File: src/rtl/tag_stream_packetizer.sv
// Packetises a bare per-cycle tag strobe into an AXI-Stream master: one-entry
// hold stage decides tlast, an output FIFO absorbs backpressure and drops are counted.
module tag_stream_packetizer #(
  parameter int unsigned DATA_WIDTH    = 32,
  parameter int unsigned KEEP_WIDTH    = (DATA_WIDTH + 7) / 8,
  parameter int unsigned FIFO_DEPTH    = 64,
  parameter int unsigned MAX_PKT_LEN   = 256,
  parameter int unsigned FLUSH_TIMEOUT = 1024
) (
  input  logic                  clk,
  input  logic                  rst_n,
  input  logic                  tag_valid,
  input  logic [DATA_WIDTH-1:0] tag_data,
  input  logic [31:0]           wrap_count,
  output logic                  m_axis_tvalid,
  input  logic                  m_axis_tready,
  output logic [DATA_WIDTH-1:0] m_axis_tdata,
  output logic                  m_axis_tlast,
  output logic [KEEP_WIDTH-1:0] m_axis_tkeep,
  output logic [31:0]           m_axis_tuser,
  input  logic                  drop_clear,
  output logic [15:0]           drop_count,
  output logic                  overflow
);

  localparam int unsigned WRAP_W = 32;
  localparam int unsigned AW     = $clog2(FIFO_DEPTH);
  localparam int unsigned CW     = AW + 1;
  localparam int unsigned PW     = $clog2(MAX_PKT_LEN);
  localparam int unsigned TW     = $clog2(FLUSH_TIMEOUT);
  localparam int unsigned EW     = 1 + WRAP_W + DATA_WIDTH;

  localparam logic [CW-1:0] DEPTH_C  = CW'(FIFO_DEPTH);
  localparam logic [PW-1:0] PKT_LAST = PW'(MAX_PKT_LEN - 1);
  localparam logic [TW-1:0] TMO_MAX  = TW'(FLUSH_TIMEOUT - 1);

  // Reject illegal parameterisations at elaboration.
  if (DATA_WIDTH != 32) begin : g_bad_data_width
    $error("tag_stream_packetizer: DATA_WIDTH must be 32");
  end
  if (KEEP_WIDTH != (DATA_WIDTH + 7) / 8) begin : g_bad_keep_width
    $error("tag_stream_packetizer: KEEP_WIDTH must be (DATA_WIDTH+7)/8");
  end
  if ((FIFO_DEPTH < 4) || ((FIFO_DEPTH & (FIFO_DEPTH - 1)) != 0)) begin : g_bad_fifo_depth
    $error("tag_stream_packetizer: FIFO_DEPTH must be a power of two >= 4");
  end
  if (MAX_PKT_LEN < 2) begin : g_bad_pkt_len
    $error("tag_stream_packetizer: MAX_PKT_LEN must be >= 2");
  end
  if (FLUSH_TIMEOUT < 2) begin : g_bad_timeout
    $error("tag_stream_packetizer: FLUSH_TIMEOUT must be >= 2");
  end

  logic                  r_hold_vld;
  logic [DATA_WIDTH-1:0] r_hold_data;
  logic [WRAP_W-1:0]     r_hold_wrap;
  logic [TW-1:0]         r_idle;
  logic [PW-1:0]         r_pkt_cnt;

  logic [EW-1:0]         r_mem [FIFO_DEPTH];
  logic [AW-1:0]         r_wr_ptr;
  logic [AW-1:0]         r_rd_ptr;
  logic [CW-1:0]         r_count;

  logic                  r_tvalid;
  logic [DATA_WIDTH-1:0] r_tdata;
  logic                  r_tlast;
  logic [WRAP_W-1:0]     r_tuser;
  logic [15:0]           r_drop_cnt;
  logic                  r_ovf;

  logic                  w_pop;
  logic                  w_room;
  logic                  w_expired;
  logic                  w_wr;
  logic                  w_wr_last;
  logic                  w_drop;
  logic                  w_hold_load;
  logic                  w_hold_clear;
  logic [EW-1:0]         w_wr_data;
  logic [AW-1:0]         w_rd_ptr_nxt;
  logic [CW-1:0]         w_count_nxt;
  logic [EW-1:0]         w_head_nxt;

  // Hold-stage decisions; a pop in the same cycle frees a slot for the write.
  always_comb begin
    w_pop        = r_tvalid && m_axis_tready;
    w_room       = (r_count != DEPTH_C) || w_pop;
    w_expired    = (r_idle == TMO_MAX);
    w_wr         = 1'b0;
    w_wr_last    = 1'b0;
    w_drop       = 1'b0;
    w_hold_load  = 1'b0;
    w_hold_clear = 1'b0;
    if (tag_valid) begin
      if (!r_hold_vld) begin
        w_hold_load = 1'b1;
      end else if (w_room) begin
        w_wr        = 1'b1;
        w_wr_last   = (r_pkt_cnt == PKT_LAST) || (wrap_count != r_hold_wrap);
        w_hold_load = 1'b1;
      end else begin
        w_drop = 1'b1;
      end
    end else if (r_hold_vld && w_expired && w_room) begin
      w_wr         = 1'b1;
      w_wr_last    = 1'b1;
      w_hold_clear = 1'b1;
    end
  end

  // FIFO bookkeeping; the head bypasses the array when the FIFO drains to empty.
  always_comb begin
    w_wr_data    = {w_wr_last, r_hold_wrap, r_hold_data};
    w_rd_ptr_nxt = w_pop ? (r_rd_ptr + AW'(1)) : r_rd_ptr;
    w_count_nxt  = r_count + CW'(w_wr) - CW'(w_pop);
    if (r_count == CW'(w_pop)) begin
      w_head_nxt = w_wr_data;
    end else begin
      w_head_nxt = r_mem[w_rd_ptr_nxt];
    end
  end

  always_ff @(posedge clk) begin
    if (w_wr) begin
      r_mem[r_wr_ptr] <= w_wr_data;
    end
  end

  always_ff @(posedge clk or negedge rst_n) begin
    if (!rst_n) begin
      r_wr_ptr <= '0;
      r_rd_ptr <= '0;
      r_count  <= '0;
      r_tvalid <= 1'b0;
      r_tdata  <= '0;
      r_tlast  <= 1'b0;
      r_tuser  <= '0;
    end else begin
      if (w_wr) begin
        r_wr_ptr <= r_wr_ptr + AW'(1);
      end
      r_rd_ptr <= w_rd_ptr_nxt;
      r_count  <= w_count_nxt;
      r_tvalid <= (w_count_nxt != '0);
      if (w_count_nxt != '0) begin
        {r_tlast, r_tuser, r_tdata} <= w_head_nxt;
      end
    end
  end

  // Hold register, idle timer and packet beat counter.
  always_ff @(posedge clk or negedge rst_n) begin
    if (!rst_n) begin
      r_hold_vld  <= 1'b0;
      r_hold_data <= '0;
      r_hold_wrap <= '0;
      r_idle      <= '0;
      r_pkt_cnt   <= '0;
    end else begin
      if (w_hold_load) begin
        r_hold_vld  <= 1'b1;
        r_hold_data <= tag_data;
        r_hold_wrap <= wrap_count;
      end else if (w_hold_clear) begin
        r_hold_vld <= 1'b0;
      end
      if (tag_valid || w_hold_clear) begin
        r_idle <= '0;
      end else if (r_hold_vld && !w_expired) begin
        r_idle <= r_idle + TW'(1);
      end
      if (w_wr) begin
        r_pkt_cnt <= w_wr_last ? '0 : (r_pkt_cnt + PW'(1));
      end
    end
  end

  // Drop statistics; a drop coinciding with a clear is still counted.
  always_ff @(posedge clk or negedge rst_n) begin
    if (!rst_n) begin
      r_drop_cnt <= '0;
      r_ovf      <= 1'b0;
    end else if (drop_clear) begin
      r_drop_cnt <= w_drop ? 16'd1 : 16'd0;
      r_ovf      <= w_drop;
    end else if (w_drop) begin
      if (r_drop_cnt != 16'hFFFF) begin
        r_drop_cnt <= r_drop_cnt + 16'd1;
      end
      r_ovf <= 1'b1;
    end
  end

  assign m_axis_tvalid = r_tvalid;
  assign m_axis_tdata  = r_tdata;
  assign m_axis_tlast  = r_tlast;
  assign m_axis_tuser  = r_tuser;
  assign m_axis_tkeep  = {KEEP_WIDTH{1'b1}};
  assign drop_count    = r_drop_cnt;
  assign overflow      = r_ovf;

endmodule

File: config.mk
export PLATFORM = sky130hd
export DESIGN_NAME = tag_stream_packetizer
export DESIGN_NICKNAME = d
export VERILOG_FILES = /design/src/rtl/tag_stream_packetizer.sv
export SDC_FILE = /design/constraint.sdc
export NUM_CORES = 2
export LEC_CHECK = 0
export BUFFER_PORTS_ARGS = -buffer_cell sky130_fd_sc_hd__buf_4
export CORE_ASPECT_RATIO = 1.25
export CORE_MARGIN = 2
export CORE_UTILIZATION = 39
export DETAILED_ROUTE_END_ITERATION = 12
export HOLD_SLACK_MARGIN = 0.15
export PLACE_DENSITY_LB_ADDON = 0.08
export SYNTH_ARGS = -nofsm -noshare
export SYNTH_HDL_FRONTEND = slang
export SYNTH_MEMORY_MAX_BITS = 65536
export SYNTH_SLANG_ARGS = --single-unit
File: constraint.sdc
create_clock -name clk -period 17.4 [get_ports clk]
set_input_delay 1.74 -clock clk [delete_from_list [all_inputs] [get_ports clk]]
set_output_delay 1.74 -clock clk [all_outputs]
set_load 0.02 [all_outputs]
* Word level (Yosys, flattened, before mapping)
Memories as Yosys holds them, arrays and structs flattened. Cells that the tools add are included.
Word-level totals: bits in registers 185, bits in writable memories 4160, bits of input ports 69, output and inout port bits 87, logic and storage cells 70, memories 1
Memories:
- r_mem | words 64, width 65, rd ports 1, clocked after memory_dff 0, wr ports 1, line 60 | logic [EW-1:0] r_mem [FIFO_DEPTH];
Operators by class: $add $sub $neg 7, equal/unequal tests 6, multiplexer cells 28, reduce and logical (&&, ||, !) cells 14
Operators with widths (count):
- $mux W65 | 1
- $mux W16 | 3
- $ne A32 B32 Y1 | 1
- $mux W1 | 20
- $mux W10 | 2
- $add A16 B1 Y16 const B | 1
- $ne A16 B16 Y1 const B | 1
- $add A6 B1 Y6 const B | 2
- $add A10 B1 Y10 const B | 1
- $eq A10 B10 Y1 const B | 1
- $add A8 B1 Y8 const B | 1
- $eq A8 B8 Y1 const B | 1
- $mux W8 | 1
- $reduce_bool A2 Y1 | 4
- $add A7 B1 Y7 | 1
- $eq A7 B1 Y1 | 1
- $ne A7 B7 Y1 const B | 1
- $reduce_bool A7 Y1 | 1
- $sub A7 B1 Y7 | 1
- $mux W6 | 1
- $logic_and A1 B1 Y1 | 4
- $logic_or A1 B1 Y1 | 3
- $reduce_and A2 Y1 | 1
- $logic_not A1 Y1 | 1

* Depth between registers and ports, before layout
depth in word-level cells 8, depth in mapped cells 21, gate-level depth less buffers 17

* Worst setup path before layout
Ideal clock, no wire load.
path kind input port to flip-flop, start point input m_axis_tready, end point memory r_mem[34][0] (netlist bit), enable pin, setup time 0.648 ns, arrival time 9.268 ns, data required time 16.752 ns, setup slack 7.484 ns, stages 8, path buffers 2, cell sequence nand2_1 > buf_2 > nand2_1 > o21ai_0 > a21oi_1 > inv_1 > buf_1 > nor4_1
On the way: cells in the longest elaborated chain, start to end 7, elaborated cells on any way between the ends 9, classes of those cells 6 x mux; 3 x reduce/logical
Ends and longest elaborated chain:
- start: declaration | line 16 | input logic m_axis_tready,
- $logic_and A1 B1 Y1 * | line 87 | w_pop = r_tvalid && m_axis_tready;
- $logic_or A1 B1 Y1 * | line 88 | w_room = (r_count != DEPTH_C) || w_pop;
- $mux W1 / $logic_and A1 B1 Y1 (equally long branches) | line 98, 105
- $mux W1 (on tied branches) | line 96, 105
- $mux W1 * | line 95 | if (tag_valid) begin
- $mux W1 * | line 125 | if (w_wr) begin
- $mux W1 (implied by the code) * | line 126 | r_mem[r_wr_ptr] <= w_wr_data;
- end: declaration | line 60
Mark *: on every way between the ends. The rest lies on a longest branch, timed or not.

* Final worst setup path
start point input m_axis_tready, end point register r_tuser[21], in the netlist m_axis_tuser[21]
On the way: cells in the longest elaborated chain, start to end 8, elaborated cells on any way between the ends 14, classes of those cells 2 x add/sub; 1 x eq/ne; 6 x mux; 4 x reduce/logical; 1 x memory
Ends and longest elaborated chain:
- $logic_and A1 B1 Y1 * | line 87
- $logic_or A1 B1 Y1 | line 88
- $mux W1 / $logic_and A1 B1 Y1 (equally long branches) | line 98, 105
- $mux W1 (on tied branches) | line 96, 105
- $mux W1 | line 95
- $add A7 B1 Y7 | line 116 | w_count_nxt = r_count + CW'(w_wr) - CW'(w_pop);
- $sub A7 B1 Y7 | line 116
- $reduce_bool A7 Y1 | line 146 | if (w_count_nxt != '0) begin
- end signal: assignment | line 147 | {r_tlast, r_tuser, r_tdata} <= w_head_nxt;
- end: declaration | line 68 | logic [WRAP_W-1:0] r_tuser;
Marks and branches as above. A chain may end at the register's enable or synchronous reset.

==> impl_metrics.json <==
{
  "outcome": "complete, but fails checks",
  "violations": "max-capacitance violations, max-slew violations",
  "hold_depth": 1,
  "root_buffer": "clkbuf_16",
  "ys_seq_area_share_pct": 76.5,
  "htree_num_levels": 5,
  "vias": 105981,
  "path_clk_slew_ns": 0.06,
  "cts_buffers": 441,
  "endpoint_kind": "register",
  "post_cts_buffers": 0,
  "start_kind": "primary input",
  "cp_max_fo": 66,
  "avgRoutedWirePerCell_um": 39.6,
  "rsz0062_at_grt": "no",
  "viasPerCell": 6.48,
  "port_buffers": 151,
  "maxCapViolCount": 2,
  "post-route-period-util_pct": 43.4,
  "cts_sinks": 4345,
  "power_density_nw_per_um2": 183,
  "io_pins": 156,
  "clk-insertion-delay-late_ns": 1.05,
  "ys_warn_count": 0,
  "synth_edf_count": 4160,
  "fp.coreArea_um2": 432000,
  "register_area_um2": 130000,
  "ant_nets": 0,
  "dieArea_um2": 439000,
  "slew_headroom_pct": -3.74,
  "max_stage_delay_ns": 1.15,
  "grt_pass1_vias": 103981,
  "grtUsageMet1_pct": 38.1,
  "async_flop_share_pct": 4.26,
  "postSynth.topFlopCell": "edfxtp_1",
  "crit_family": "compound AO/OA/AOI/OAI gates",
  "reg2reg_setup_slack_ns": 10.13,
  "cpMostUsedCell": "buf_4",
  "met3_usage_pct": 4.23,
  "leakage_uw": 0.0612,
  "globalplace.congestion": 0.796,
  "ir_drop_mv": 0.230,
  "crit_chain": "buf_4, nand2_1, buf_4, nand2_1, o21ai_0, a21oi_1, buf_4, inv_1, ha_1, inv_1, ha_1, fa_1, a21oi_1, o21ai_0, a2111oi_0, a211o_4, a31o_4, buf_4, o221ai_1, a21oi_1",
  "grt_start_max_net_pins": 161,
  "cts-resized-gates": 0,
  "rows": 270,
  "setup_viol": 0,
  "final_hold_viol_count": 0,
  "arrival_ns": 8.49,
  "drive_gt1_share_pct": 14.4,
  "cts_tree": "built",
  "path_buf_inv": 6,
  "drc": 0,
  "fmax_mhz": 132,
  "nFillCells": 37800,
  "min-delay-path-class": "reg -> reg",
  "cp_slowest_cell": "a211o_4",
  "power_uw": 35000,
  "wl_mm": 648,
  "multiInputGateArea_um2": 36700,
  "antenna_found_initial": 39,
  "reg2reg_depth": 19,
  "worstHoldEndpoint": "r_hold_data[8]",
  "whs_ns": 0.510,
  "layout_common_cells": "edfxtp_1, o22ai_1, and3_1",
  "timing.rr.start": "m_axis_tvalid",
  "worstSetupPathType": "in -> reg",
  "syn_inst": 10243,
  "start_util_pct": 39.2,
  "cts_buffer_depth": 4,
  "fin_nets": 10333,
  "worstHoldStart": "r_hold_data[8]",
  "gr-total-overflow": 0,
  "dr.pass1.iters": 7,
  "dieHeight_um": 741,
  "worst_pin_slew_ns": 1.56,
  "ys_seq_elements": 4345,
  "period_needed_ns": 7.56,
  "finalMaxSlewViolations": 199,
  "fin_skew_ns": 0.0418,
  "drt_iter0_drc": 13249,
  "r2r-end": "m_axis_tuser[21]",
  "cts.hold.buffers_added": 0,
  "synth.distinct_cells": 76,
  "synth.cell_area_um2": 169000,
  "area_delta_synth_final_pct": 13.2,
  "grt_use_met2_pct": 48.5,
  "grt_usage_pct": 28.8,
  "syn_avg_cell_area_um2": 16.5,
  "busiest_layer": "met2",
  "dieWidth_um": 593,
  "dpl.hpwl_mm": 320,
  "setup_tns_ns": 0,
  "layout_commonest_cell": "edfxtp_1",
  "grt_pass1_wl_mm": 881,
  "cp.required_ns": 18.33,
  "postLayoutCoreUtil_pct": 44.3
}
## state kept, by name (all words and copies together), names as in the netlist, 6 cells and up
signal / cells
drop_count: 16
m_axis_tdata: 32
m_axis_tuser: 32
r_count: 7
r_hold_data: 32
r_hold_wrap: 32
r_idle: 10
r_mem: 4160
r_pkt_cnt: 8
r_rd_ptr: 6
r_wr_ptr: 6
## stage by stage
| stage | setup WS, ns | cells | area [um2] |
|---|---|---|---|
| final | 9.84 | 16359 | 192000 |
| after global routing | 9.70 | 16346 | 192000 |
| after CTS | 10.04 | 16342 | 192000 |
| after detailed placement | 8.94 | 15518 | 178000 |
| after global placement | 8.95 | 15517 | 178000 |
| after floorplan | 7.48 | 10246 | 169000 |
## report_power, final
part | switching [uW] | internal, uW | leakage, uW
Sequential | 436 | 12200 | 0.0396
Combinational | 9190 | 3810 | 0.0148
Clock | 4100 | 5300 | 0.00684
## cells by family (layout without fill, tap and decap cells)
group / count (synthesis) / in the layout / synth area share, %
XOR/XNOR: 65 / 65 / 0.345
adder cells (fa/ha/maj): 15 / 15 / 0.115
flip-flops: 4345 / 4345 / 76.5
other: 1 / 21 / 0.00221
multiplexers: 305 / 305 / 2.49
buffers and inverters: 956 / 1340 / 2.26
AND/OR/NAND/NOR: 1546 / 1546 / 5.12
AO/OA/AOI/OAI: 3010 / 3010 / 13.1
## cells in the mapped netlist (159+ instances only)
cell type	n	area, um2
mux2_2	194	2180
clkbuf_1	684	2570
dfrtp_1	185	4630
buf_2	159	796
a211oi_1	769	5770
edfxtp_1	4160	125000
o32ai_1	253	2220
and3_1	771	4820
nand2_1	302	1130
or3_1	186	1160
o221ai_1	253	2220
o21bai_1	253	1900
o22ai_1	900	5630
## per-layer routing
layer  vias up  part of all wire, %
met5         -                0.053
met4        10                  3.9
met3      1062                  7.4
met2      5164                   49
met1     56896                   40
li1      42849                    -
## layout make-up
class / count / area share, %
antenna: 17 / 0.0222
clock buffer: 613 / 6.32
clock inverter: 211 / 1.01
inverter: 26 / 0.0692
multi-input combinational: 4945 / 19.1
sequential: 4345 / 67.6
tap: 5712 / 3.73
timing repair buffer: 490 / 2.12
## worst max-delay path by stage
stage | start | end | slack (ns) | cells after the start
3_5_place_dp | m_axis_tready | m_axis_tuser[21] | 8.94 | 20
6_report | m_axis_tready | m_axis_tuser[21] | 9.84 | 20
2_1_floorplan | m_axis_tready | r_mem[34][0] | 7.48 | 8
3_3_place_gp | m_axis_tready | m_axis_tuser[23] | 8.95 | 20
5_1_grt | m_axis_tready | m_axis_tuser[30] | 9.70 | 20
4_1_cts | m_axis_tready | m_axis_tuser[21] | 10.04 | 20
Power figures use the tool's default switching activity.
